File: src/rtl/dds_pkg.sv
// Shared constants, state encoding and small helpers for the DDS
// configuration command parser.
package dds_pkg;

  // Frame delimiter and command codes
  localparam logic [7:0] SYNC_BYTE    = 8'hA5;
  localparam logic [7:0] CMD_SET_FTW  = 8'h01;
  localparam logic [7:0] CMD_SET_AMP  = 8'h02;
  localparam logic [7:0] CMD_SET_MODE = 8'h03;

  // Payload length in bytes for each command
  localparam logic [2:0] LEN_SET_FTW  = 3'd4;
  localparam logic [2:0] LEN_SET_AMP  = 3'd1;
  localparam logic [2:0] LEN_SET_MODE = 3'd1;

  // Parser states
  typedef enum logic [2:0] {
    IDLE    = 3'd0,
    CMD     = 3'd1,
    PAYLOAD = 3'd2,
    CHECK   = 3'd3,
    COMMIT  = 3'd4
  } state_e;

  // Payload length for a command code; zero marks an unknown command
  function automatic logic [2:0] cmd_len(input logic [7:0] code);
    logic [2:0] len;
    case (code)
      CMD_SET_FTW:  len = LEN_SET_FTW;
      CMD_SET_AMP:  len = LEN_SET_AMP;
      CMD_SET_MODE: len = LEN_SET_MODE;
      default:      len = 3'd0;
    endcase
    return len;
  endfunction

  // Saturating 8-bit increment, never wraps past 8'hFF
  function automatic logic [7:0] sat_inc8(input logic [7:0] v);
    logic [7:0] r;
    if (v == 8'hFF) begin
      r = 8'hFF;
    end else begin
      r = v + 8'd1;
    end
    return r;
  endfunction

endpackage

File: src/rtl/dds_cfg_timeout.sv
// Inter-byte idle counter for the configuration parser. Clears on every
// received byte, counts while a frame is open, and is held at zero
// otherwise. expire_o fires on the cycle the count reaches TIMEOUT-1.
module dds_cfg_timeout #(
  parameter int unsigned TIMEOUT = 100000
) (
  input  logic clk,
  input  logic rst_n,
  input  logic clr_i,
  input  logic run_i,
  output logic expire_o
);

  localparam int unsigned CNT_W = (TIMEOUT > 4) ? $clog2(TIMEOUT) : 2;
  // expiry is flagged while stepping from TIMEOUT-2 to TIMEOUT-1
  localparam logic [CNT_W-1:0] CNT_PRE  = CNT_W'(TIMEOUT - 2);
  localparam logic [CNT_W-1:0] CNT_ZERO = {CNT_W{1'b0}};
  localparam logic [CNT_W-1:0] CNT_ONE  = CNT_W'(1);

  logic [CNT_W-1:0] cnt_q;
  logic [CNT_W-1:0] cnt_d;
  logic             expire_s;

  // Next count and expiry detection
  always_comb begin
    cnt_d    = cnt_q;
    expire_s = 1'b0;
    if (clr_i) begin
      cnt_d = CNT_ZERO;
    end else if (run_i) begin
      if (cnt_q == CNT_PRE) begin
        expire_s = 1'b1;
        cnt_d    = CNT_ZERO;
      end else begin
        cnt_d = cnt_q + CNT_ONE;
      end
    end else begin
      cnt_d = CNT_ZERO;
    end
  end

  // Counter register
  always_ff @(posedge clk or negedge rst_n) begin
    if (!rst_n) begin
      cnt_q <= CNT_ZERO;
    end else begin
      cnt_q <= cnt_d;
    end
  end

  assign expire_o = expire_s;

endmodule

File: src/rtl/dds_cfg_ctrl.sv
// Byte-level command parser that validates XOR-checksummed frames from the
// UART receiver and commits tuning word, amplitude and OOK mode to the DDS
// core atomically. Live registers only ever change on a fully valid frame.
module dds_cfg_ctrl
  import dds_pkg::*;
#(
  parameter int unsigned FTW_W   = 32,
  parameter logic [31:0] FTW_RST = 32'h0100_0000,
  parameter logic [7:0]  AMP_RST = 8'hFF,
  parameter int unsigned TIMEOUT = 100000
) (
  input  logic             clk,
  input  logic             rst_n,
  input  logic [7:0]       rx_data,
  input  logic             rx_valid,
  output logic [FTW_W-1:0] ftw,
  output logic [7:0]       amp,
  output logic             ook_en,
  output logic             ook_inv,
  output logic             cfg_upd,
  output logic             cfg_err,
  output logic [7:0]       err_cnt,
  output logic             busy
);

  state_e           state_q,   state_d;
  logic [7:0]       cmd_q,     cmd_d;
  logic [2:0]       len_q,     len_d;
  logic [1:0]       idx_q,     idx_d;
  logic [7:0]       chk_q,     chk_d;
  logic [31:0]      shadow_q,  shadow_d;
  logic [FTW_W-1:0] ftw_q,     ftw_d;
  logic [7:0]       amp_q,     amp_d;
  logic             ook_en_q,  ook_en_d;
  logic             ook_inv_q, ook_inv_d;
  logic             cfg_upd_q, cfg_upd_d;
  logic             cfg_err_q, cfg_err_d;
  logic [7:0]       err_cnt_q, err_cnt_d;
  logic             busy_q,    busy_d;

  logic             tmo_run_s;
  logic             tmo_expire_s;

  // The idle timer only runs while a frame is open and awaiting bytes
  assign tmo_run_s = (state_q == CMD) || (state_q == PAYLOAD) || (state_q == CHECK);

  dds_cfg_timeout #(
    .TIMEOUT (TIMEOUT)
  ) u_timeout (
    .clk      (clk),
    .rst_n    (rst_n),
    .clr_i    (rx_valid),
    .run_i    (tmo_run_s),
    .expire_o (tmo_expire_s)
  );

  // Parser next-state, shadow assembly and live register commit
  always_comb begin
    state_d   = state_q;
    cmd_d     = cmd_q;
    len_d     = len_q;
    idx_d     = idx_q;
    chk_d     = chk_q;
    shadow_d  = shadow_q;
    ftw_d     = ftw_q;
    amp_d     = amp_q;
    ook_en_d  = ook_en_q;
    ook_inv_d = ook_inv_q;
    cfg_upd_d = 1'b0;
    cfg_err_d = 1'b0;

    case (state_q)
      IDLE: begin
        // anything other than the sync byte is silently discarded
        if (rx_valid && (rx_data == SYNC_BYTE)) begin
          state_d = CMD;
        end else begin
          state_d = IDLE;
        end
      end

      CMD: begin
        if (rx_valid) begin
          if (cmd_len(rx_data) != 3'd0) begin
            cmd_d    = rx_data;
            len_d    = cmd_len(rx_data);
            chk_d    = rx_data;
            idx_d    = 2'd0;
            shadow_d = 32'h0000_0000;
            state_d  = PAYLOAD;
          end else begin
            cfg_err_d = 1'b1;
            state_d   = IDLE;
          end
        end else if (tmo_expire_s) begin
          cfg_err_d = 1'b1;
          shadow_d  = 32'h0000_0000;
          state_d   = IDLE;
        end else begin
          state_d = CMD;
        end
      end

      PAYLOAD: begin
        if (rx_valid) begin
          // little-endian: first payload byte lands in bits 7:0
          shadow_d[{idx_q, 3'b000} +: 8] = rx_data;
          chk_d = chk_q ^ rx_data;
          idx_d = idx_q + 2'd1;
          if ({1'b0, idx_q} == (len_q - 3'd1)) begin
            state_d = CHECK;
          end else begin
            state_d = PAYLOAD;
          end
        end else if (tmo_expire_s) begin
          cfg_err_d = 1'b1;
          shadow_d  = 32'h0000_0000;
          state_d   = IDLE;
        end else begin
          state_d = PAYLOAD;
        end
      end

      CHECK: begin
        if (rx_valid) begin
          if (rx_data == chk_q) begin
            // The copy is scheduled on entry to COMMIT so the live value
            // and cfg_upd appear in the cycle right after the CHK strobe.
            case (cmd_q)
              CMD_SET_FTW: begin
                ftw_d = shadow_q[FTW_W-1:0];
              end
              CMD_SET_AMP: begin
                amp_d = shadow_q[7:0];
              end
              CMD_SET_MODE: begin
                ook_en_d  = shadow_q[0];
                ook_inv_d = shadow_q[1];
              end
              default: begin
                ftw_d = ftw_q;
              end
            endcase
            cfg_upd_d = 1'b1;
            state_d   = COMMIT;
          end else begin
            cfg_err_d = 1'b1;
            shadow_d  = 32'h0000_0000;
            state_d   = IDLE;
          end
        end else if (tmo_expire_s) begin
          cfg_err_d = 1'b1;
          shadow_d  = 32'h0000_0000;
          state_d   = IDLE;
        end else begin
          state_d = CHECK;
        end
      end

      COMMIT: begin
        // any byte arriving in this cycle is dropped
        state_d = IDLE;
      end

      default: begin
        shadow_d = 32'h0000_0000;
        state_d  = IDLE;
      end
    endcase
  end

  // Error counter and busy flag follow the parser decisions
  always_comb begin
    if (cfg_err_d) begin
      err_cnt_d = sat_inc8(err_cnt_q);
    end else begin
      err_cnt_d = err_cnt_q;
    end
    busy_d = (state_d != IDLE);
  end

  // Parser state, shadow and live configuration registers
  always_ff @(posedge clk or negedge rst_n) begin
    if (!rst_n) begin
      state_q   <= IDLE;
      cmd_q     <= 8'h00;
      len_q     <= 3'd0;
      idx_q     <= 2'd0;
      chk_q     <= 8'h00;
      shadow_q  <= 32'h0000_0000;
      ftw_q     <= FTW_RST[FTW_W-1:0];
      amp_q     <= AMP_RST;
      ook_en_q  <= 1'b1;
      ook_inv_q <= 1'b0;
      cfg_upd_q <= 1'b0;
      cfg_err_q <= 1'b0;
      err_cnt_q <= 8'h00;
      busy_q    <= 1'b0;
    end else begin
      state_q   <= state_d;
      cmd_q     <= cmd_d;
      len_q     <= len_d;
      idx_q     <= idx_d;
      chk_q     <= chk_d;
      shadow_q  <= shadow_d;
      ftw_q     <= ftw_d;
      amp_q     <= amp_d;
      ook_en_q  <= ook_en_d;
      ook_inv_q <= ook_inv_d;
      cfg_upd_q <= cfg_upd_d;
      cfg_err_q <= cfg_err_d;
      err_cnt_q <= err_cnt_d;
      busy_q    <= busy_d;
    end
  end

  assign ftw     = ftw_q;
  assign amp     = amp_q;
  assign ook_en  = ook_en_q;
  assign ook_inv = ook_inv_q;
  assign cfg_upd = cfg_upd_q;
  assign cfg_err = cfg_err_q;
  assign err_cnt = err_cnt_q;
  assign busy    = busy_q;

endmodule

File: config.mk
export PLATFORM = sky130hd
export DESIGN_NAME = dds_cfg_ctrl
export DESIGN_NICKNAME = d
export VERILOG_FILES = /design/src/rtl/dds_pkg.sv /design/src/rtl/dds_cfg_timeout.sv /design/src/rtl/dds_cfg_ctrl.sv
export SDC_FILE = /design/constraint.sdc
export NUM_CORES = 1
export LEC_CHECK = 0
export CAP_MARGIN = 20
export CORE_UTILIZATION = 56
export CTS_CLUSTER_SIZE = 24
export DETAILED_ROUTE_END_ITERATION = 6
export PLACE_DENSITY = 0.9
export RECOVER_POWER = 25
export SETUP_SLACK_MARGIN = 0.15
export SYNTH_ARGS = -nofsm -noshare
export SYNTH_HDL_FRONTEND = slang
export SYNTH_SLANG_ARGS = --single-unit
File: constraint.sdc
create_clock -name clk -period 2.4 [get_ports clk]
set_input_delay 0.36 -clock clk [delete_from_list [all_inputs] [get_ports clk]]
set_output_delay 0.36 -clock clk [all_outputs]
set_load 0.05 [all_outputs]
Yosys cells after proc, flatten, opt, wreduce, memory -nomap -nowiden
Cells that the tools add are included.
{"block": "word_totals", "ff_bits": 126, "output_inout_bits": 53, "word_cells": 106}
{"block": "op_classes", "n_addsub": 5, "n_eq_ne": 20, "shifts": 2, "mux": 47, "n_bitwise": 2, "reduce_logical": 15}
{"operator": "two-way mux 32 bit", "n": 6}
{"operator": "one-hot mux 32 bit (4 select lines)", "n": 1}
{"operator": "two-way mux 17 bit", "n": 3}
{"operator": "bitwise mux 32 bit", "n": 1}
{"operator": "equality test 8 x 2 -> 1 bit (second input constant)", "n": 4}
{"operator": "two-way mux 8 bit", "n": 4}
{"operator": "variable shift 8 x 7 -> 32 bit (first input constant)", "n": 1}
{"operator": "variable part select 8 x 7 -> 32 bit", "n": 1}
{"operator": "two-way mux 3 bit", "n": 6}
{"operator": "adder 17 x 1 -> 17 bit (second input constant)", "n": 1}
{"operator": "equality test 17 bit (second input constant)", "n": 1}
{"operator": "equality test 8 x 1 -> 1 bit (second input constant)", "n": 2}
{"operator": "equality test 8 bit (second input constant)", "n": 2}
{"operator": "one-hot mux 8 bit (2 select lines)", "n": 1}
{"operator": "AND reduction 4 bit", "n": 4}
{"operator": "two-way mux 1 bit", "n": 15}
{"operator": "two-way mux 2 bit", "n": 6}
{"operator": "one-hot mux 3 bit (4 select lines)", "n": 1}
{"operator": "adder 8 x 1 -> 8 bit (second input constant)", "n": 1}
{"operator": "equality test 8 bit", "n": 1}
{"operator": "XOR 8 bit", "n": 1}
{"operator": "negation 5 -> 7 bit", "n": 1}
{"operator": "equality test 3 x 2 -> 1 bit (second input constant)", "n": 2}
{"operator": "one-hot mux 3 bit (2 select lines)", "n": 1}
{"operator": "19 further kinds", "n": 24}

Depth between registers and ports, before layout
Gate-level depths: netlist (run 1).
{"block": "logic_depth", "ltp_word": 10, "depth_mapped": 8, "depth_no_buf": 7}

Modules after synthesis
From an unflattened synthesis (run 1), not the netlist that was laid out.
{"block": "hier_totals", "hier_cells": 451, "hier_area_um2": 5517.8}
{"module": "dds_cfg_ctrl", "instances": 1, "cells_each": 365, "area_per_inst_um2": 4653.2}
{"module": "dds_cfg_timeout", "instances": 1, "cells_each": 86, "area_per_inst_um2": 864.6}

Worst setup path before layout (run 1)
No wires, ideal clock.
{"block": "synth_path", "path_type": "input -> register", "start": "input rx_data[1]", "end": "register ftw_q[10] (netlist: ftw[10])", "setup_ns": 0.125, "arrival_time_ns": 2.086, "path_slack_ns": 0.190, "cell_stages": 8, "n_path_buf": 2, "path_cell_list": "buf_2 -> xor2_1 -> nor3_2 -> and4_4 -> nand3_4 -> nor3b_4 -> buf_6 -> mux2_2"}
{"block": "synth_via", "elab_chain_cells": 2}
{"item": "start, declared", "line": "dds_cfg_ctrl.sv:14", "text": "input logic [7:0] rx_data,"}
{"item": "equality test 8 bit", "line": "dds_cfg_ctrl.sv:126", "text": "if (rx_data == chk_q) begin"}
{"item": "AND reduction 4 bit (no source line)"}
{"item": "end signal, assigned", "line": "dds_cfg_ctrl.sv:191", "text": "ftw_q <= FTW_RST[FTW_W-1:0];"}
{"item": "end signal, assigned", "line": "dds_cfg_ctrl.sv:206", "text": "ftw_q <= ftw_d;"}
{"item": "end, declared", "line": "dds_cfg_ctrl.sv:32", "text": "logic [FTW_W-1:0] ftw_q, ftw_d;"}
No other way between the ends.
A chain may end at the register's enable or synchronous reset.

Worst setup path after layout (run 1)
{"block": "layout_path", "start": "register u_timeout.cnt_q[6]", "end": "register shadow_q[24]"}
{"block": "layout_via", "elab_chain_cells": 7}
{"item": "start, declared", "line": "dds_cfg_timeout.sv:20", "text": "logic [CNT_W-1:0] cnt_q;"}
{"item": "start signal, assigned", "line": "dds_cfg_timeout.sv:47", "text": "cnt_q <= cnt_d;"}
{"item": "equality test 17 bit (*)", "line": "dds_cfg_timeout.sv:31", "text": "if (cnt_q == CNT_PRE) begin"}
{"item": "two-way mux 1 bit (*)", "line": "dds_cfg_timeout.sv:31"}
{"item": "two-way mux 1 bit (*)", "line": "dds_cfg_timeout.sv:30", "text": "end else if (run_i) begin"}
{"item": "two-way mux 1 bit (*)", "line": "dds_cfg_timeout.sv:28", "text": "if (clr_i) begin"}
{"item": "two-way mux 32 bit (*)"}
{"item": "two-way mux 32 bit (on tied branches)"}
{"item": "one-hot mux 32 bit (4 select lines) (*)"}
{"item": "end signal, assigned", "line": "dds_cfg_ctrl.sv:205", "text": "shadow_q <= shadow_d;"}
{"item": "end, declared", "line": "dds_cfg_ctrl.sv:31", "text": "logic [31:0] shadow_q, shadow_d;"}
Mark *: on every way between the ends. The rest lies on a longest branch, timed or not.

==> impl_metrics.env, run 1 <==
export IMPL_synth_commonest_cells="115 x sky130_fd_sc_hd__dfrtp_1, 47 x sky130_fd_sc_hd__mux2_2, 32 x sky130_fd_sc_hd__nor2_1"
export IMPL_comb_power_share_pct=5.3
export IMPL_p_sw_share_pct=25.0
export IMPL_power_clock_fraction_pct=49.5
export IMPL_detail_route_wl_per_cell_um=21.8
export IMPL_hold_removal_path_class="input pin to flip-flop"
export IMPL_clock_sinks=125
export IMPL_chipHeight_um=101
export IMPL_unrepaired_setup_endpoints_after_global_routing="yes"
export IMPL_antenna_cells=0
export IMPL_synth_top_family_by_area="simple AND/OR/NAND/NOR gates"
export IMPL_hold_path_depth=3
export IMPL_yosys_cell_count_top_type="sky130_fd_sc_hd__dfrtp_1"
export IMPL_synthMuxAreaShare_pct=10.2
export IMPL_hold_path_startpoint="rx_data[6]"
export IMPL_drv_cap=0
export IMPL_routed_wl_mm=15.7
export IMPL_mapped_cells=457
export IMPL_route_vias_total=4399
export IMPL_grt_max_degree=50
export IMPL_final_max_slew_viol_count=0
export IMPL_tritoncts_clock_tree="yes"
export IMPL_finalHoldViolations=0
export IMPL_crit_chain="or4bb_4 -> nor4_4 -> a21oi_4 -> a21oi_1 -> o21ai_1 -> o2bb2ai_1"
export IMPL_synthToLayoutAreaGrowth_pct=34.7
export IMPL_crit_reg2reg_launch="u_timeout.cnt_q[6]$_DFF_PN0_"
export IMPL_final_min_period_over_clock_period_pct=95.5
export IMPL_detail_route_iter0_violations=343
export IMPL_netlist_area_leader_share_pct=52.0
export IMPL_r2r_cells=6
export IMPL_cp_required_ns=2.77
export IMPL_grt_antenna_before_repair=0
export IMPL_report_final_setup_viol=0
export IMPL_die_width_um=101
export IMPL_synth_simple_gate_area_share_pct=15.0
export IMPL_clock_skew_ns=0.0140
export IMPL_timing_critical_path_slowest_cell_delay_ns=0.54
export IMPL_floorplan_initialDensity_pct=58.8
export IMPL_yosysTopAreaCell="sky130_fd_sc_hd__dfrtp_1"
export IMPL_via_per_inst=6.10
export IMPL_layout_drive_gt1_share_pct=29.1
export IMPL_synthesis_yosys_warnings=0
export IMPL_die_area_um2=10300
export IMPL_dpl_cell_area_um2=6600
export IMPL_std_cell_rows=35
export IMPL_startpoint_type="flip-flop"
export IMPL_worst_setup_path_type="flip-flop to flip-flop"
export IMPL_remaining_drc_errors=0
export IMPL_critPathBufInv=0
export IMPL_data_arrival_time_of_the_worst_path_ns=2.66
export IMPL_synth_main_ff_cell="sky130_fd_sc_hd__dfrtp_1"
export IMPL_p_leak_nw=3.38
export IMPL_p_int_w=0.00361
export IMPL_clock_tree_buffer_depth=2
export IMPL_power_ir_vdd_worst_mv=0.416
export IMPL_pwr_density_cell_nw_per_um2=645
export IMPL_cts_reportedPaths_clkPinSlew_ns=0.06
export IMPL_worst_hold_slack_ns=0.380
export IMPL_worst_skew_pair_late_latency_ns=0.52
export IMPL_synthesis_area_per_instance_um2=12.1
export IMPL_buffer_ports_inserted=63
export IMPL_r2r_end="shadow_q[24]$_DFFE_PN0P_"
export IMPL_critPathTopFamily="simple AND/OR/NAND/NOR gates"
export IMPL_net_switching_power_w=0.00120
export IMPL_dr_pass1_iters=5
export IMPL_hpwl_mm=8.66
export IMPL_global_route_wire_length_before_repair_mm=22.0
export IMPL_place_congestion=0.863
export IMPL_async_reset_ff_share_pct=100
export IMPL_timing_worst_slew_pin_value_ns=1.24
export IMPL_min_delay_worst_endpoint="chk_q[6]$_DFFE_PN0P_"
export IMPL_final_nets=598
export IMPL_stdcell_area_um2=7460
export IMPL_post_route_util_pct=79.2
export IMPL_drt_antenna_violating_nets=0
export IMPL_synth_enable_flop_cells=0
export IMPL_mappedNetlistArea_um2=5540
export IMPL_critical_path_max_fanout=8
export IMPL_clock_tree_root="sky130_fd_sc_hd__clkbuf_8"
export IMPL_synth_area_in_compound_gates_pct=11.1
export IMPL_setup_reg_to_reg_worst_slack_ns=0.11
export IMPL_yosys_area_share_adder_pct=1.81
export IMPL_globalRoute_totalOverflow=0
export IMPL_worst_rel_slew_slack_pct=17.7
export IMPL_numCtsBuffers=17
export IMPL_layout_min_cycle_time_ns=2.29
export IMPL_htree_levels=4
export IMPL_synth_seq_area_share_pct=56.7
export IMPL_run_status="finished clean"
export IMPL_ys_top_cells_by_area="sky130_fd_sc_hd__dfrtp_1 52%, sky130_fd_sc_hd__mux2_2 9.6%, sky130_fd_sc_hd__dfstp_2 4.7%"
export IMPL_yosys_area_share_xor_xnor_pct=3.32
export IMPL_grt_use_total_pct=28.4
export IMPL_core_area_um2=9420
export IMPL_fmax_ghz=0.436
export IMPL_synth_seq_cells=125
export IMPL_cp_slowest_cell="sky130_fd_sc_hd__or4bb_4"
export IMPL_share_seq_of_total_power_pct=45.2
export IMPL_postSynthNetCount=476
export IMPL_yosys_cell_types_count=49
export IMPL_number_of_global_route_vias_before_repair=4354
export IMPL_crit_path_end_kind="flip-flop"
export IMPL_totalNegativeSetupSlack_ns=0
export IMPL_io_pins=64
[worst min-delay path: stages]
cell and delay, ns:
sky130_fd_sc_hd__dlymetal6s2s_1 0.24, sky130_fd_sc_hd__buf_4 0.17, sky130_fd_sc_hd__a311oi_1 0.08
[final cells by class]
cell class / count / area, um2
clock buffer: 18 / 418
clock inverter: 14 / 121
fill: 476 / 1960
inverter: 7 / 26.3
multi-input combinational: 311 / 2480
sequential: 125 / 3140
tap: 129 / 161
timing repair buffer: 117 / 1110
[placed cells by master (no fill, tap or decap), types with 6 or more instances in the layout]
master                              n
sky130_fd_sc_hd__xor2_1            11
sky130_fd_sc_hd__and2_1             7
sky130_fd_sc_hd__o21ai_0            8
sky130_fd_sc_hd__a311oi_1           8
sky130_fd_sc_hd__or3_1              6
sky130_fd_sc_hd__nand2b_1          14
sky130_fd_sc_hd__xnor2_1            9
sky130_fd_sc_hd__and4_1             7
sky130_fd_sc_hd__mux2_4            22
sky130_fd_sc_hd__inv_1              7
sky130_fd_sc_hd__a21oi_1           15
sky130_fd_sc_hd__dfrtp_1          114
sky130_fd_sc_hd__buf_4             46
sky130_fd_sc_hd__a21oi_2            7
sky130_fd_sc_hd__nand3_1           12
sky130_fd_sc_hd__mux2_2            26
sky130_fd_sc_hd__nand2_1           27
sky130_fd_sc_hd__nor2_1            32
sky130_fd_sc_hd__a22o_1            16
sky130_fd_sc_hd__clkbuf_16         18
sky130_fd_sc_hd__nor2b_1            9
sky130_fd_sc_hd__clkdlybuf4s50_1   58
sky130_fd_sc_hd__o2bb2ai_1         16
sky130_fd_sc_hd__dfstp_2           10
sky130_fd_sc_hd__ha_1               8
[cell families (layout without fill, tap and decap cells)]
kind of cell,Yosys count,after routing
mux,50,50
compound gates,87,87
xor+xnor,21,21
flops,125,125
fa+ha+maj,8,8
simple gates,145,145
buf+inv,21,156
[registers in the layout, summed over array words and instances, names as in the netlist]
signal,count
u_timeout.cnt_q,17
amp,8
ftw,32
ook_inv,1
len_q,2
state_q,3
cfg_upd,1
cmd_q,8
busy,1
err_cnt,8
ook_en,1
cfg_err,1
shadow_q,32
idx_q,2
chk_q,8
[worst max-delay path by stage]
stage	slack, ns	start	cells past startpoint	to
after floorplan	0.19	rx_data[1]	8	ftw[10]$_DFFE_PN0P_
after detailed placement	-0.27	rx_data[3]	8	ftw[16]$_DFFE_PN0P_
after global routing	0.05	u_timeout.cnt_q[6]$_DFF_PN0_	6	shadow_q[24]$_DFFE_PN0P_
after global placement	-0.21	rx_data[6]	8	ftw[13]$_DFFE_PN0P_
after CTS	0.15	u_timeout.cnt_q[13]$_DFF_PN0_	6	err_cnt[3]$_DFFE_PN0P_
final	0.11	u_timeout.cnt_q[6]$_DFF_PN0_	6	shadow_q[24]$_DFFE_PN0P_
[power by group through the flow]
stage / logic [W] / clock network, W / registers (W)
floorplan: 0.0000996 / 0 / 0.00221
global placement: 0.000231 / 0 / 0.00220
detailed placement: 0.000244 / 0 / 0.00221
CTS: 0.000250 / 0.00236 / 0.00217
global route: 0.000280 / 0.00248 / 0.00217
finish: 0.000255 / 0.00238 / 0.00217
[per-layer routing]
layer / track usage (%) / up-vias / routed length (um)
li1: - / 1902 / -
met1: 35.2 / 2166 / 5970
met2: 48.2 / 262 / 7840
met3: 5.73 / 69 / 1200
met4: 13.2 / 0 / 718
met5: 0 / - / 0
[timing repair]
action,in CTS,in global routing
endpoints found under the setup margin,8,72
resized for setup,4,48
cloned,0,3
pin swaps,7,9
buffers inserted,1,7
endpoints found under the hold margin,37,0
hold buffers,1,0
[stage by stage]
stage | total power, W | cells | setup slack [ns]
after floorplan | 0.00231 | 457 | 0.190
after global placement | 0.00243 | 677 | -0.215
after detailed placement | 0.00245 | 677 | -0.266
after CTS | 0.00478 | 711 | 0.150
after global routing | 0.00494 | 721 | 0.0491
final | 0.00481 | 721 | 0.107
Power figures use the tool's default switching activity.
==> run 2: changes to the inputs <==
GPL_TIMING_DRIVEN = 1   (was not set)
SETUP_SLACK_MARGIN = 0.5   (was 0.15)
==> impl_metrics.env, run 2 (same netlist as run 1, synthesis figures left out) <==
export IMPL_run_status="complete, but fails checks"
export IMPL_violations="capacitance limit, slew limit, setup timing"
export IMPL_fill_cells=332
export IMPL_grt_use_total_pct=37.5
export IMPL_fmax_ghz=0.402
export IMPL_final_min_period_over_clock_period_pct=104
export IMPL_worst_setup_path_type="input pin to flip-flop"
export IMPL_worst_skew_pair_late_latency_ns=0.55
export IMPL_remaining_drc_errors=0
export IMPL_final_max_slew_viol_count=25
export IMPL_cp_required_ns=2.78
export IMPL_clock_skew_ns=0.0141
export IMPL_ff_latch_area_um2=3140
export IMPL_htree_levels=4
export IMPL_multiInputGateArea_um2=2880
export IMPL_totalNegativeSetupSlack_ns=-0.727
export IMPL_clock_sinks=125
export IMPL_number_of_global_route_vias_before_repair=4930
export IMPL_dr_pass1_iters=6
export IMPL_finalHoldViolations=0
export IMPL_layout_drive_gt1_share_pct=40.1
export IMPL_crit_chain="clkdlybuf4s50_1 -> buf_4 -> nor3_2 -> nand2b_1 -> o21a_1 -> nor3_2 -> buf_4 -> o21ai_4 -> a22o_1"
export IMPL_worst_rel_slew_slack_pct=-8.84
export IMPL_critPathTopFamily="buffers and inverters"
export IMPL_data_arrival_time_of_the_worst_path_ns=2.87
export IMPL_die_area_um2=10300
export IMPL_global_route_wire_length_before_repair_mm=28.0
export IMPL_cp_slowest_cell="sky130_fd_sc_hd__clkdlybuf4s50_1"
export IMPL_crit_path_end_kind="flip-flop"
export IMPL_dp_cells=675
export IMPL_worst_hold_slack_ns=0.471
export IMPL_unrepaired_setup_endpoints_after_global_routing="yes"
export IMPL_p_leak_nw=3.74
export IMPL_drv_cap=1
export IMPL_layout_min_cycle_time_ns=2.49
export IMPL_route_vias_total=5144
export IMPL_pwr_density_cell_nw_per_um2=669
export IMPL_most_common_library_cell_in_the_layout_ignoring_fill_and_taps="sky130_fd_sc_hd__dfrtp_1"
export IMPL_synthToLayoutAreaGrowth_pct=46.5
export IMPL_io_pins=64
export IMPL_die_width_um=101
export IMPL_detail_route_iter0_violations=581
export IMPL_timing_critical_path_slowest_cell_delay_ns=0.53
export IMPL_numCtsBuffers=17
export IMPL_place_congestion=0.849
export IMPL_floorplan_initialDensity_pct=58.8
export IMPL_detail_route_wl_per_cell_um=30.5
export IMPL_buffer_ports_inserted=63
export IMPL_pre_cts_ws_ns=-0.241
export IMPL_via_per_inst=6.97
export IMPL_hpwl_mm=8.95
export IMPL_power_ir_vdd_worst_mv=0.553
export IMPL_critPathBufInv=3
export IMPL_tritoncts_clock_tree="yes"
export IMPL_layout_common_cells="113 x sky130_fd_sc_hd__dfrtp_1, 45 x sky130_fd_sc_hd__mux2_4, 45 x sky130_fd_sc_hd__buf_4, 40 x sky130_fd_sc_hd__dlygate4sd2_1, 30 x sky130_fd_sc_hd__nor2_1"
export IMPL_globalRoute_totalOverflow=0
export IMPL_timing_worst_slew_pin_value_ns=1.63
export IMPL_startpoint_type="input pin"
export IMPL_cts_reportedPaths_clkPinSlew_ns=0.07
export IMPL_drt_antenna_violating_nets=0
export IMPL_std_cell_rows=35
export IMPL_routed_wl_mm=22.5
export IMPL_report_final_setup_viol=25
export IMPL_grt_max_degree=69
export IMPL_core_area_um2=9420
export IMPL_final_setup_worst_slack_ns=-0.0881
export IMPL_chipHeight_um=101
export IMPL_hold_removal_path_class="input pin to flip-flop"
export IMPL_final_nets=612
export IMPL_clock_tree_buffer_depth=2
export IMPL_finish_cell_count_without_fillers=738
export IMPL_grt_antenna_before_repair=5
export IMPL_critical_path_max_fanout=8
export IMPL_clock_tree_root="sky130_fd_sc_hd__clkbuf_8"
## run 2: changes by cell type in the layout (fill, tap and decap cells not counted), sizes merged, moves of 4 or more
cell / delta
clkdlybuf4s15: +10
inv: +5
clkinv: -6
dlygate4sd2: +40
buf: +15
bufinv: +4
clkdlybuf4s50: -51
## run 2: power breakdown
group	total, W	leakage [nW]	internal, W	switching, W
registers	0.00218	1.69	0.00213	0.0000449
clock network	0.00292	0.317	0.00182	0.00110
logic	0.000325	1.73	0.000115	0.000210
total	0.00543	3.74	0.00407	0.00136
## run 2: layout make-up
cell class	instances	share of cell area [%]
clock inverter	14	2.81
clock buffer	18	5.15
antenna	3	0.0925
inverter	7	0.324
sequential	125	38.7
multi-input combinational	312	35.5
tap	129	1.99
timing repair buffer	130	15.4
## run 2: worst register-to-register path, delay by kind of cell, from the launching register on
| kind | cells | cell delay, ns |
|---|---|---|
| and+or+nand+nor | 4 | 0.97 |
| DFF | 1 | 0.45 |
| buffers and inverters | 2 | 0.36 |
| muxes | 1 | 0.34 |
| xor gates and xnor gates | 1 | 0.22 |
## run 2: path summary, 6_finish.rpt
path,from,to,slack [ns],cells past startpoint
max,rx_data[7],shadow_q[16]$_DFFE_PN0P_,-0.09,9
min,rx_data[3],chk_q[3]$_DFFE_PN0P_,0.47,3
max reg2reg,chk_q[7]$_DFFE_PN0P_,ftw[14]$_DFFE_PN0P_,-0.06,8
min reg2reg,cmd_q[5]$_DFFE_PN0P_,cmd_q[5]$_DFFE_PN0P_,0.50,1
max in group asynchronous,rst_n,ftw[20]$_DFFE_PN0P_,0.38,3
min in group asynchronous,rst_n,shadow_q[28]$_DFFE_PN0P_,0.78,2
## run 2: layer usage
layer	track usage, %	up-vias	routed length (um)
met1	45.3	2500	7510
met5	0	-	49
met2	58.9	496	9770
met3	10.6	201	2900
met4	25.4	4	2260
li1	-	1943	-
## run 2: what timing repair did
action                                 CTS  global route
buffers inserted                        12            10
setup endpoints to repair              169           125
pin swaps                               17            18
gates resized for setup                134            57
gates cloned                             2             3
hold buffers                             1             0
endpoints found under the hold margin   20             0
## run 2: per-stage QoR
| stage | instance area [um2] | power (W) | utilization [%] |
|---|---|---|---|
| after global placement | 6700 | 0.00244 | 71.2 |
| after CTS | 7750 | 0.00531 | 82.3 |
| final | 8110 | 0.00543 | 86.2 |
| after detailed placement | 6700 | 0.00245 | 71.2 |
| after floorplan | 5680 | 0.00232 | - |
| after global routing | 8110 | 0.00553 | 86.2 |
